$ cat src/rtl/core_output_arbiter.sv
// Round-robin merge of four core packet streams onto one 64-bit data / 8-bit ctrl output stream.
// Optional idle-grant timeout with forced release is enabled by defining ARB_GRANT_TIMEOUT_EN.
module core_output_arbiter #(
    parameter int unsigned NUM_CORES      = 4,
    parameter int unsigned TIMEOUT_CYCLES = 1024
) (
    input  logic        clk,
    input  logic        reset,
    input  logic [63:0] in_data0,
    input  logic [7:0]  in_ctrl0,
    input  logic        in_wr0,
    input  logic        in_req0,
    output logic        in_ack0,
    output logic        in_rdy0,
    input  logic [63:0] in_data1,
    input  logic [7:0]  in_ctrl1,
    input  logic        in_wr1,
    input  logic        in_req1,
    output logic        in_ack1,
    output logic        in_rdy1,
    input  logic [63:0] in_data2,
    input  logic [7:0]  in_ctrl2,
    input  logic        in_wr2,
    input  logic        in_req2,
    output logic        in_ack2,
    output logic        in_rdy2,
    input  logic [63:0] in_data3,
    input  logic [7:0]  in_ctrl3,
    input  logic        in_wr3,
    input  logic        in_req3,
    output logic        in_ack3,
    output logic        in_rdy3,
    output logic [63:0] out_data,
    output logic [7:0]  out_ctrl,
    output logic        out_wr,
    input  logic        out_rdy,
    output logic        grant_timeout
);
    typedef enum logic [1:0] {ArbIdle, ArbXfer, ArbRelease} state_e;

    state_e               state_q, state_d;
    logic [1:0]           sel_q, sel_d, rr_ptr_q, rr_ptr_d, pick, idx;
    logic                 found, accept, timeout_hit;
    logic [NUM_CORES-1:0] ack_q, ack_d, req, wr, rdy, eligible;
    logic [63:0]          data [NUM_CORES];
    logic [7:0]           ctrl [NUM_CORES];
    logic [63:0]          out_data_q;
    logic [7:0]           out_ctrl_q;
    logic                 out_wr_q, grant_timeout_q;

    assign data = '{in_data0, in_data1, in_data2, in_data3};
    assign ctrl = '{in_ctrl0, in_ctrl1, in_ctrl2, in_ctrl3};
    assign req  = {in_req3, in_req2, in_req1, in_req0};
    assign wr   = {in_wr3, in_wr2, in_wr1, in_wr0};

    // A write after the core has dropped req is not part of the packet.
    assign accept = (state_q == ArbXfer) && wr[sel_q] && out_rdy && req[sel_q];

`ifdef ARB_GRANT_TIMEOUT_EN
    logic [10:0]          idle_cnt_q, idle_cnt_d;
    logic [NUM_CORES-1:0] pend_q, pend_d;

    assign timeout_hit = (state_q == ArbXfer) && req[sel_q] && !accept &&
                         (idle_cnt_q == 11'(TIMEOUT_CYCLES - 1));
    assign eligible    = req & ~pend_q;

    always_comb begin
        idle_cnt_d = idle_cnt_q;
        pend_d     = pend_q & req;
        if (state_q == ArbIdle && found) begin
            idle_cnt_d = '0;
        end else if (state_q == ArbXfer) begin
            idle_cnt_d = accept ? 11'd0 : idle_cnt_q + 11'd1;
        end
        // Forced-off core stays out until it lowers req for the stale packet.
        if (timeout_hit) pend_d[sel_q] = 1'b1;
    end

    always_ff @(posedge clk) begin
        if (reset) begin
            idle_cnt_q <= '0;
            pend_q     <= '0;
        end else begin
            idle_cnt_q <= idle_cnt_d;
            pend_q     <= pend_d;
        end
    end
`else
    assign timeout_hit = 1'b0;
    assign eligible    = req;
`endif

    // First eligible requester after rr_ptr; rr_ptr itself is scanned last.
    always_comb begin
        found = 1'b0;
        pick  = rr_ptr_q;
        idx   = rr_ptr_q;
        for (int i = 1; i <= 4; i++) begin
            idx = rr_ptr_q + 2'(i);
            if (!found && eligible[idx]) begin
                found = 1'b1;
                pick  = idx;
            end
        end
    end

    always_ff @(posedge clk) begin
        if (reset) begin
            state_q  <= ArbIdle;
            sel_q    <= 2'd0;
            rr_ptr_q <= 2'd3;
            ack_q    <= '0;
        end else begin
            state_q  <= state_d;
            sel_q    <= sel_d;
            rr_ptr_q <= rr_ptr_d;
            ack_q    <= ack_d;
        end
    end

    always_comb begin
        state_d  = state_q;
        sel_d    = sel_q;
        rr_ptr_d = rr_ptr_q;
        ack_d    = ack_q;
        unique case (state_q)
            ArbIdle: begin
                if (found) begin
                    sel_d       = pick;
                    ack_d       = '0;
                    ack_d[pick] = 1'b1;
                    state_d     = ArbXfer;
                end
            end
            ArbXfer: begin
                if (!req[sel_q] || timeout_hit) begin
                    ack_d    = '0;
                    rr_ptr_d = sel_q;
                    state_d  = ArbRelease;
                end
            end
            ArbRelease: state_d = ArbIdle;
            default:    state_d = ArbIdle;
        endcase
    end

    always_comb begin
        rdy = '0;
        if (state_q == ArbXfer) rdy[sel_q] = out_rdy;
    end

    always_ff @(posedge clk) begin
        if (reset) begin
            out_data_q      <= '0;
            out_ctrl_q      <= '0;
            out_wr_q        <= 1'b0;
            grant_timeout_q <= 1'b0;
        end else begin
            out_wr_q        <= accept;
            grant_timeout_q <= timeout_hit;
            if (state_q == ArbXfer) begin
                out_data_q <= data[sel_q];
                out_ctrl_q <= ctrl[sel_q];
            end
        end
    end

    assign {in_ack3, in_ack2, in_ack1, in_ack0} = ack_q;
    assign {in_rdy3, in_rdy2, in_rdy1, in_rdy0} = rdy;
    assign out_data      = out_data_q;
    assign out_ctrl      = out_ctrl_q;
    assign out_wr        = out_wr_q;
    assign grant_timeout = grant_timeout_q;
endmodule

$ cat config.mk
export PLATFORM = sky130hd
export DESIGN_NAME = core_output_arbiter
export DESIGN_NICKNAME = d
export VERILOG_FILES = /design/src/rtl/core_output_arbiter.sv
export SDC_FILE = /design/constraint.sdc
export NUM_CORES = 1
export LEC_CHECK = 0
export ABC_AREA = 0
export CAP_MARGIN = 5
export CORE_AREA = 4 4 145 147
export DETAILED_ROUTE_END_ITERATION = 10
export DIE_AREA = 0 0 149 151
export DONT_BUFFER_PORTS = 1
export PLACE_DENSITY = 0.4
export SKIP_LAST_GASP = 1
export SLEW_MARGIN = 25
export SYNTH_ARGS = -nofsm -noshare
export SYNTH_HDL_FRONTEND = slang
export SYNTH_SLANG_ARGS = --single-unit
export TNS_END_PERCENT = 50
$ cat constraint.sdc
create_clock -name clk -period 4.39 [get_ports clk]
set_clock_uncertainty 0.05 [all_clocks]
set_input_delay 0.2195 -clock clk [delete_from_list [all_inputs] [get_ports clk]]
set_output_delay 0.2195 -clock clk [all_outputs]
set_load 0.01 [all_outputs]
Yosys cells after proc, flatten, opt, wreduce, memory -nomap -nowiden. Cells that the tools add are included.

Equal/unequal tests: 3. Add/subtract/negate cells: 3. Order comparisons: 9. Bitwise logic cells: 3. Mux-type cells: 37. Reductions and logical operators: 17.

Operator list (number): $bmux W64 S2 (1); $mux W64 (2); $lt A2 B3 Y1 const B (6); $bmux W8 S2 (1); $mux W8 (2); $bmux W1 S2 (6); $mux W1 (12); $mux W2 (6); $mux W4 (3); $logic_and A1 B1 Y1 (8); $pmux W4 S2 (1); $reduce_and A2 Y1 (3); $add A2 B2 Y2 const B (2); $and A4 B4 Y4 (1); $demux W1 S2 (2); $ge A2 B1 Y1 const B (2); $ne A2 B2 Y1 const B (2); $pmux W2 S2 (1); $ge A3 B3 Y1 const B (1); $logic_not A1 Y1 (3); $not A2 Y3 (1); $reduce_and A3 Y1 (1); $add A2 B1 Y2 const B (1); $eq A2 B1 Y1 const B (1); 3 further kinds (3).

Word-level logic and storage cells: 79. Output and inout bits: 82. Bits in registers: 83.

Logic depth before layout (Yosys ltp). Gate-level depths: netlist of run 1.

Word-level depth: 19. Mapped depth: 6. Mapped depth without buffers: 4.

Least setup slack after synthesis of run 1. OpenSTA, ideal clock, no wires.

Path kind: reg2reg. Start: register sel_q[0]. End: register ack_q[1]. Buffers on the path: 2. Stages on the path, launching flop included: 7. Arrival time: 1.231 ns. Data required time: 4.205 ns. Setup slack: 2.973 ns. Clock period less this slack: 1.417 ns. Path through: dfxtp_1 > buf_6 > buf_6 > mux4_2 > nand2b_4 > nand2_2 > o32ai_1.

Word-level cells in the longest chain between the ends: 4.

Ends and longest elaborated chain: from (decl) (RTL line 42) `logic [1:0] sel_q, sel_d, rr_ptr_q, rr_ptr_d, pick, idx;`; from (signal assigned) (RTL line 115) `sel_q <= sel_d;`; $bmux W1 S2 (RTL line 136) `if (!req[sel_q] || timeout_hit) begin`; $mux W1 (not written as such) (RTL line 136); $ne A2 B2 Y1 (no source line); $reduce_and A3 Y1 (no source line); to (signal assigned) (RTL line 117) `ack_q <= ack_d;`; to (decl) (RTL line 44) `logic [NUM_CORES-1:0] ack_q, ack_d, req, wr, rdy, eligible;`.

Every way passes these cells. The select of a mux whose other input is x is not followed. A chain may end at the register's enable or synchronous reset.

Worst setup path after layout of run 1.
Start: register state_q[0]. End: output in_rdy2.

Word-level cells in the longest chain between the ends: 2.

Ends and longest elaborated chain: from (decl) (RTL line 41) `state_e state_q, state_d;`; from (signal assigned) (RTL line 109) `state_q <= ArbIdle;`; from (signal assigned) (RTL line 114) `state_q <= state_d;`; $eq A2 B1 Y1 (RTL line 149) `if (state_q == ArbXfer) rdy[sel_q] = out_rdy;`; $mux W4 (RTL line 149); to (decl) (RTL line 26) `output logic in_rdy2,`.

Every way passes these cells.

==> flow_metrics.env, run 1 <==
export IMPL_cp_arrival_ns=1.92
export IMPL_post_synth_top_area_fraction_pct=34.48
export IMPL_drv_slew=0
export IMPL_syn_area_per_cell_um2=10.20
export IMPL_max_slew_margin_rel_pct=52.92
export IMPL_yosys_area_top_type="mux4_2"
export IMPL_synth_common_cells="nand2_1, dfxtp_1, a21oi_1, mux4_2"
export IMPL_drive_above_1_share_pct=22.52
export IMPL_irDropWorstVdd_mv=0.1723
export IMPL_cp_slowest_cell="and2b_4"
export IMPL_fp_dieH_um=151
export IMPL_synth_warning_count=0
export IMPL_crit_chain="and2b_4, nand2_1, nor3_1"
export IMPL_grt_pass1_wl_um=23120
export IMPL_dp_hpwl_um=12270
export IMPL_finalWorstSetupSlack_ns=2.200
export IMPL_p_total_mw=2.382
export IMPL_setup_viol=0
export IMPL_core_mm2=0.01991
export IMPL_globalplace_congestion=0.7618
export IMPL_drc_errors=0
export IMPL_antenna_cells=0
export IMPL_pre_cts_slack_ns=2.164
export IMPL_status="finished clean"
export IMPL_synth_edf_count=0
export IMPL_drv_cap=0
export IMPL_cts_max_level=3
export IMPL_endpoint_kind="primary output"
export IMPL_cts_sinks=83
export IMPL_critPathMaxStageDelay_ns=0.64
export IMPL_routed_wl_um=16080
export IMPL_antenna_found_initial=2
export IMPL_ys_async_sr_fraction_pct=0
export IMPL_area_growth_pct=10.54
export IMPL_power_leakage_nw=1.679
export IMPL_num_rows=52
export IMPL_cts_buffers=9
export IMPL_rsz0062_at_grt="false"
export IMPL_io_pins=381
export IMPL_worstPathRequired_ns=4.12
export IMPL_fmax_mhz=456.6
export IMPL_grtUsageTotal_pct=13.30
export IMPL_drtIter0Drc=126
export IMPL_path_clk_slew_ns=0.07
export IMPL_finalNetCount=747
export IMPL_cts_resized=0
export IMPL_period_share_pct=49.89
export IMPL_ys_types=31
export IMPL_synth_seq_cells=83
export IMPL_io_buffers=0
export IMPL_post_cts_buffers=0
export IMPL_crit_fanout=54
export IMPL_chipWidth_um=149
export IMPL_synthCells=474
export IMPL_first_pass_iters=4
export IMPL_setup_worst_path_class="reg -> out"
export IMPL_synth_most_common_cell="nand2_1"
export IMPL_power_density_mw_per_mm2=445.9
export IMPL_die_area_mm2=0.02250
export IMPL_cts_hold_buf=3
export IMPL_startpoint_type="flip-flop"
export IMPL_grt_pass1_vias=4018
export IMPL_cts_tree="done"
export IMPL_hold_worst_slack_ns=0.03413
export IMPL_cts_max_path_buffers=2
export IMPL_ys_seq_area_share_pct=34.38
export IMPL_synthTopCellsByArea="mux4_2, dfxtp_1, nand2_1"
export IMPL_tns_ns=0
export IMPL_tightest_slew_ns=0.7062
export IMPL_vias=3693
export IMPL_hold_path_class="in -> reg"
export IMPL_ys_flop_type="dfxtp_1"
export IMPL_layout_min_cycle_time_ns=2.190
export IMPL_final_fill_count=2155
export IMPL_wire_per_inst_um=22.24
export IMPL_grt_max_degree=80
export IMPL_start_util_pct=24.28
export IMPL_final_hold_viol_count=0
export IMPL_syn_nets=773
export IMPL_cts_root_buf="clkbuf_16"
export IMPL_netlist_area_mm2=0.004833
export IMPL_vias_per_cell=5.108
export IMPL_grt_ovfl_total=0
export IMPL_clk_latency_ns=0.34
export IMPL_ant_nets=0
==> final timing paths <==
check / from / slack, ns / cells past startpoint / to
max reg2reg: sel_q[0]$_SDFFE_PP0P_ / 2.23 / 5 / ack_q[1]$_SDFFE_PP0P_
max: state_q[0]$_SDFFE_PP0P_ / 2.20 / 3 / in_rdy2
min: reset / 0.03 / 2 / ack_q[3]$_SDFFE_PP0P_
min reg2reg: out_data[57]$_SDFFE_PP0P_ / 0.45 / 2 / out_data[57]$_SDFFE_PP0P_
==> cells in the final DEF (no fill, tap or decap), types with 3 or more instances in the layout <==
master / instances
o21ai_0: 3
o32ai_1: 5
nand2_1: 150
dfxtp_1: 81
nor3_1: 5
a21oi_1: 75
clkbuf_16: 10
nand2b_1: 7
inv_1: 3
mux4_2: 74
buf_4: 3
nor2_1: 7
==> where the power goes <==
| group | leakage, nW | internal (mW) | switching, mW |
|---|---|---|---|
| combinational | 0.838 | 0.298 | 0.257 |
| clock | 0.159 | 0.498 | 0.336 |
| sequential | 0.682 | 0.844 | 0.150 |
| total | 1.68 | 1.64 | 0.742 |
==> metrics by stage <==
step                utilization, %  cells  instance area [µm²]
finish                       26.84    723                 5343
CTS                          26.81    723                 5338
floorplan                        -    474                 4833
global route                 26.84    723                 5343
global placement             24.91    704                 4959
detailed placement           24.91    704                 4960
==> per-layer routing <==
| layer | routed length (µm) | track usage [%] | part of all wire (%) | vias up |
|---|---|---|---|---|
| met5 | 34 | 0 | 0.21 | - |
| met4 | 198 | 3.478 | 1.2 | 4 |
| met3 | 1556 | 5.416 | 9.7 | 17 |
| met2 | 8539 | 23.26 | 53 | 204 |
| met1 | 5753 | 15.10 | 36 | 1793 |
| li1 | - | - | - | 1675 |
==> logic make-up (layout without fill, tap and decap cells) <==
logic type             Yosys count  count (layout)  synth area share [%]
AO/OA/AOI/OAI                   89              89                 9.992
AND/OR/NAND/NOR                179             179                 15.09
buffers and inverters           47              26                 5.747
flip-flops                      83              83                 34.38
multiplexers                    75              75                 34.71
other                            1               1               0.07759
==> registers in the layout (all words and copies together), names as in the netlist <==
name	flops
out_wr	1
out_data	64
sel_q	2
state_q	2
ack_q	4
out_ctrl	8
rr_ptr_q	2
==> layout make-up <==
type	count	area [µm²]	area share (%)
Inverter	3	11.26	0.2108
Clock buffer	11	264.0	4.941
Timing Repair Buffer	7	90.09	1.686
Multi-Input combinational cell	344	2904	54.36
Sequential cell	83	1669	31.24
Tap cell	270	337.8	6.323
Clock inverter	5	66.31	1.241
==> critical path: cells and delay by family, from the launching register on <==
kind / cells / cell delay [ns]
and+or+nand+nor: 3 / 1.17
DFF: 1 / 0.41
No activity file was read; power rests on OpenSTA's default activity.
==> run 2: changes to the inputs <==
--- a/config.mk
+++ b/config.mk
@@ -11,7 +11,7 @@
 export DETAILED_ROUTE_END_ITERATION = 10
 export DIE_AREA = 0 0 149 151
 export DONT_BUFFER_PORTS = 1
-export PLACE_DENSITY = 0.4
+export PLACE_DENSITY = 0.41
 export SKIP_LAST_GASP = 1
 export SLEW_MARGIN = 25
 export SYNTH_ARGS = -nofsm -noshare
==> constraint.sdc (replaced) <==
create_clock -name clk -period 1.9 [get_ports clk]
set_clock_uncertainty 0.05 [all_clocks]
set_input_delay 0.095 -clock clk [delete_from_list [all_inputs] [get_ports clk]]
set_output_delay 0.095 -clock clk [all_outputs]
set_load 0.01 [all_outputs]
==> run 2 against run 1 <==
Against the previous run: register-to-register slack worse by 2.1 ns; cell count up 1.5%; global-route usage down 0.051 points; critical path type is now reg -> reg; total power up 130%; sequential share of layout area down 0.69 points; critical path depth up 1; highest routed layer unchanged; worst setup slack worse by 2.1 ns; combinational power rose to 2.6 times the previous value; via count up 0.60%; count of clock-buffer cells in the layout unchanged; non-clock buffer count up 10; critical endpoint is now rr_ptr_q[1]$_SDFFE_PP1P_; sequential power up 120%.
==> flow_metrics.env, run 2 (synthesis gave the netlist of run 1 again) <==
export IMPL_grt_max_degree=85
export IMPL_vias=3715
export IMPL_finalNetCount=757
export IMPL_cts_root_buf="clkbuf_16"
export IMPL_globalplace_congestion=0.7667
export IMPL_drtIter0Drc=145
export IMPL_grt_pass1_vias=3898
export IMPL_drc_errors=0
export IMPL_chipWidth_um=149
export IMPL_worstPathRequired_ns=2.08
export IMPL_core_mm2=0.01991
export IMPL_io_buffers=0
export IMPL_tightest_slew_ns=0.5511
export IMPL_comb_power_share_pct=26.1
export IMPL_status="finished clean"
export IMPL_area_growth_pct=13.02
export IMPL_largest_register_ff_count=64
export IMPL_final_hold_viol_count=0
export IMPL_endpoint_kind="flip-flop"
export IMPL_drive_above_1_share_pct=23.76
export IMPL_antenna_found_initial=2
export IMPL_vias_per_cell=5.061
export IMPL_internal_power_mw=3.810
export IMPL_wire_per_inst_um=21.76
export IMPL_power_frac_clock_pct=34.0
export IMPL_cts_sinks=83
export IMPL_min_path_cells=3
export IMPL_drv_cap=0
export IMPL_fmax_mhz=571.3
export IMPL_dpl_instance_area_mm2=0.005074
export IMPL_grt_ovfl_total=0
export IMPL_layout_min_cycle_time_ns=1.750
export IMPL_grt_pass1_wl_um=23140
export IMPL_start_util_pct=24.28
export IMPL_io_pins=381
export IMPL_crit_fanout=6
export IMPL_ant_nets=0
export IMPL_finalInstanceArea_mm2=0.005463
export IMPL_setup_viol=0
export IMPL_cts_max_path_buffers=2
export IMPL_finalWorstSetupSlack_ns=0.1497
export IMPL_final_fill_count=2136
export IMPL_routed_wl_um=15970
export IMPL_cts_tree="done"
export IMPL_fp_dieH_um=151
export IMPL_first_pass_iters=4
export IMPL_reg2regPathDepth=4
export IMPL_num_rows=52
export IMPL_hold_path_class="in -> reg"
export IMPL_p_seq_share_pct=40.0
export IMPL_final_common_cell="nand2_1"
export IMPL_irDropWorstVdd_mv=0.3681
export IMPL_path_clk_slew_ns=0.07
export IMPL_grtUsageTotal_pct=13.25
export IMPL_cts_buffers=9
export IMPL_cts_max_level=3
export IMPL_tns_ns=0
export IMPL_cts_resized=0
export IMPL_power_leakage_nw=1.740
export IMPL_clk_latency_ns=0.34
export IMPL_cp_arrival_ns=1.93
export IMPL_power_density_mw_per_mm2=1010
export IMPL_swShare_pct=30.97
export IMPL_switching_power_mw=1.710
export IMPL_rsz0062_at_grt="false"
export IMPL_max_slew_margin_rel_pct=63.26
export IMPL_post_route_util_pct=27.44
export IMPL_dp_hpwl_um=12490
export IMPL_pre_cts_slack_ns=0.2477
export IMPL_startpoint_type="flip-flop"
export IMPL_setup_worst_path_class="reg -> reg"
export IMPL_period_share_pct=92.12
export IMPL_drv_slew=0
export IMPL_final_cell_mix="nand2_1, dfxtp_1, a21oi_1"
export IMPL_die_area_mm2=0.02250
==> run 2: repair_timing <==
action	in CTS	in global routing
hold buffers	4	0
endpoints found under the setup margin	0	1
endpoints found under the hold margin	83	0
setup buffers	0	2
==> run 2: final cells by class <==
| cell class | instances | area [µm²] | share of cell area [%] |
|---|---|---|---|
| Antenna cell | 1 | 2.502 | 0.04581 |
| Multi-Input combinational cell | 344 | 2898 | 53.05 |
| Inverter | 3 | 11.26 | 0.2061 |
| Tap cell | 270 | 337.8 | 6.184 |
| Timing Repair Buffer | 17 | 230.2 | 4.214 |
| Clock buffer | 11 | 254.0 | 4.650 |
| Clock inverter | 5 | 60.06 | 1.099 |
| Sequential cell | 83 | 1669 | 30.55 |
==> run 2: through the flow <==
stage	power, mW	hold WS [ns]	instances
5_1_grt	5.871	0.07918	734
6_report	5.520	0.08619	734
3_5_place_dp	3.662	0.1257	711
2_1_floorplan	3.420	0.2134	474
4_1_cts	5.635	0.06782	731
3_3_place_gp	3.637	0.1222	711
==> run 2: worst max-delay path, cell delays in order (launching register included) <==
cell,delay [ns]
dfxtp_4,0.40
mux2_2,0.33
dlygate4sd3_1,0.56
o32ai_1,0.22
nand2b_1,0.08
==> run 2: per-layer routing <==
metal / up-vias / routed length [µm] / GRT usage (%) / share of wire (%)
met4: 2 / 191 / 3.982 / 1.2
met2: 237 / 8593 / 23.94 / 54
met5: - / 13 / 0 / 0.081
li1: 1699 / - / - / -
met3: 12 / 1821 / 5.655 / 11
met1: 1765 / 5351 / 14.03 / 34
==> run 2: worst paths after layout <==
kind	from	to	slack, ns
min reg2reg	out_data[50]$_SDFFE_PP0P_	out_data[50]$_SDFFE_PP0P_	0.45
max reg2reg	sel_q[0]$_SDFFE_PP0P_	rr_ptr_q[1]$_SDFFE_PP1P_	0.15
min	in_data0[2]	out_data[2]$_SDFFE_PP0P_	0.09
max	sel_q[0]$_SDFFE_PP0P_	rr_ptr_q[1]$_SDFFE_PP1P_	0.15
==> run 2: power by group through the flow <==
stage          clock (mW)  combinational (mW)  sequential, mW
3_3_place_gp            0                1.37            2.26
6_report             1.87                1.44            2.21
2_1_floorplan           0                1.25            2.17
4_1_cts              1.96                1.45            2.22
5_1_grt              2.04                1.60            2.24
3_5_place_dp            0                1.40            2.26
==> run 3: changes to the inputs <==
--- a/config.mk
+++ b/config.mk
@@ -11,7 +11,9 @@
 export DETAILED_ROUTE_END_ITERATION = 10
 export DIE_AREA = 0 0 149 151
 export DONT_BUFFER_PORTS = 1
+export MAX_ROUTING_LAYER = met4
 export PLACE_DENSITY = 0.41
+export REMOVE_ABC_BUFFERS = 1
 export SKIP_LAST_GASP = 1
 export SLEW_MARGIN = 25
 export SYNTH_ARGS = -nofsm -noshare
==> run 3 against run 2 <==
Against the previous run: first-iteration DRC count grew 2.1%; total power is essentially flat; design area shrank 0.71%; wire length shrank 0.36%; flip-flop and latch count is the same; die area is the same; critical path depth grew 1; fmax grew 7.4%; clock power is essentially flat; combinational power shrank 3%; worst hold slack is essentially flat; cell count shrank 0.54%.
==> flow_metrics.env, run 3 (synthesis gave the netlist of run 1 again) <==
export IMPL_final_common_cell="nand2_1"
export IMPL_routed_wl_um=15920
export IMPL_r2r_start="sel_q[0]$_SDFFE_PP0P_"
export IMPL_post_cts_buffers=0
export IMPL_antenna_cells=0
export IMPL_tightest_slew_ns=0.5140
export IMPL_core_mm2=0.01991
export IMPL_clk_latency_ns=0.34
export IMPL_antenna_found_initial=0
export IMPL_startpoint="sel_q[0]$_SDFFE_PP0P_"
export IMPL_drv_cap=0
export IMPL_start_util_pct=24.28
export IMPL_finalWorstSetupSlack_ns=0.2697
export IMPL_cts_buffers=9
export IMPL_vias_per_cell=5.042
export IMPL_io_buffers=0
export IMPL_final_hold_viol_count=0
export IMPL_final_cells=730
export IMPL_power_leakage_nw=1.719
export IMPL_fmax_mhz=613.4
export IMPL_ant_nets=0
export IMPL_power_density_mw_per_mm2=1017
export IMPL_rsz0062_at_grt="false"
export IMPL_drv_slew=0
export IMPL_dp_hpwl_um=12640
export IMPL_grt_util_met3_pct=4.069
export IMPL_drive_above_1_share_pct=23.04
export IMPL_cts_max_level=3
export IMPL_grt_pass1_vias=3933
export IMPL_worstPathRequired_ns=2.06
export IMPL_num_rows=52
export IMPL_hold_path_class="in -> reg"
export IMPL_layout_min_cycle_time_ns=1.630
export IMPL_die_area_mm2=0.02250
export IMPL_hold_worst_slack_ns=0.08662
export IMPL_grt_busiest_layer="met2"
export IMPL_grtUsageTotal_pct=13.53
export IMPL_cts_sinks=83
export IMPL_cts_tree="done"
export IMPL_drc_errors=0
export IMPL_comb_power_share_pct=25.5
export IMPL_final_cell_mix="nand2_1, dfxtp_1, a21oi_1"
export IMPL_internal_power_mw=3.869
export IMPL_largest_register_ff_count=64
export IMPL_reg2regPathDepth=5
export IMPL_startpoint_type="flip-flop"
export IMPL_setup_viol=0
export IMPL_setup_worst_path_class="reg -> reg"
export IMPL_min_path_cells=2
export IMPL_place_inst=710
export IMPL_wire_per_inst_um=21.80
export IMPL_swShare_pct=29.83
export IMPL_fp_dieH_um=151
export IMPL_grt_util_met2_pct=23.47
export IMPL_vias=3681
export IMPL_max_slew_margin_rel_pct=65.47
export IMPL_endpoint_kind="flip-flop"
export IMPL_path_clk_slew_ns=0.07
export IMPL_period_share_pct=85.81
export IMPL_grt_max_degree=85
export IMPL_p_seq_share_pct=40.0
export IMPL_chipWidth_um=149
export IMPL_pre_cts_slack_ns=0.2431
export IMPL_drtIter0Drc=148
export IMPL_crit_fanout=48
export IMPL_ff2ff_setup_slack_ns=0.27
export IMPL_grt_ovfl_total=0
export IMPL_timing_rr_end="ack_q[3]$_SDFFE_PP0P_"
export IMPL_cp_arrival_ns=1.79
export IMPL_irDropWorstVdd_mv=0.4304
export IMPL_finalNetCount=754
export IMPL_power_frac_clock_pct=34.5
export IMPL_area_growth_pct=12.22
export IMPL_grt_pass1_wl_um=22870
export IMPL_first_pass_iters=6
export IMPL_switching_power_mw=1.645
export IMPL_globalplace_congestion=0.7744
export IMPL_cts_max_path_buffers=2
export IMPL_use_met1_pct=14.84
export IMPL_io_pins=381
export IMPL_status="finished clean"
export IMPL_holdPathEnd="sel_q[1]$_SDFFE_PP0P_"
export IMPL_hp_start="reset"
export IMPL_cts_root_buf="clkbuf_16"
==> run 3: power groups by stage <==
stage	logic [mW]	registers, mW	clock network, mW
floorplan	1.03	2.34	0
global placement	1.36	2.25	0
detailed placement	1.38	2.26	0
CTS	1.43	2.22	1.99
global route	1.55	2.24	2.05
finish	1.40	2.21	1.90
==> run 3: worst max-delay path by stage <==
stage	to	slack, ns	cells past startpoint
finish	ack_q[3]$_SDFFE_PP0P_	0.27	5
global route	ack_q[3]$_SDFFE_PP0P_	0.18	5
CTS	ack_q[3]$_SDFFE_PP0P_	0.25	5
detailed placement	ack_q[3]$_SDFFE_PP0P_	0.24	5
global placement	ack_q[3]$_SDFFE_PP0P_	0.32	5
floorplan	rr_ptr_q[1]$_SDFFE_PP1P_	-2.46	4
==> run 3: worst max-delay path, stage by stage (launching register included) <==
cell	delay [ns]
dfxtp_4	0.37
buf_12	0.29
mux4_2	0.42
nand2b_4	0.18
nand2_2	0.09
o32ai_1	0.08
==> run 3: cell type report <==
class / instances / area [µm²]
Clock buffer: 12 / 246.5
Multi-Input combinational cell: 344 / 2903
Fill cell: 2144 / 14490
Inverter: 3 / 11.26
Clock inverter: 4 / 73.82
Sequential cell: 83 / 1669
Timing Repair Buffer: 14 / 182.7
Tap cell: 270 / 337.8
==> run 3: repair_timing <==
action / CTS / global route
hold buffers: 4 / 0
hold endpoints to repair: 83 / 0
gates resized for setup: 0 / 0
==> run 3: stage by stage <==
stage,TNS [ns],power [mW],cell area (µm²),util [%]
floorplan,-195.98,3.363,4567,-
global placement,0,3.612,5046,25.35
detailed placement,0,3.642,5046,25.35
CTS,0,5.633,5424,27.24
global route,0,5.842,5424,27.24
finish,0,5.514,5424,27.24
==> run 3: routing by layer <==
| layer | routed length (µm) | share of wire, % | vias to the layer above |
|---|---|---|---|
| met5 | 0 | 0 | - |
| met4 | 199 | 1.3 | 0 |
| met3 | 1590 | 10 | 10 |
| met2 | 8269 | 52 | 237 |
| met1 | 5857 | 37 | 1743 |
| li1 | - | - | 1691 |
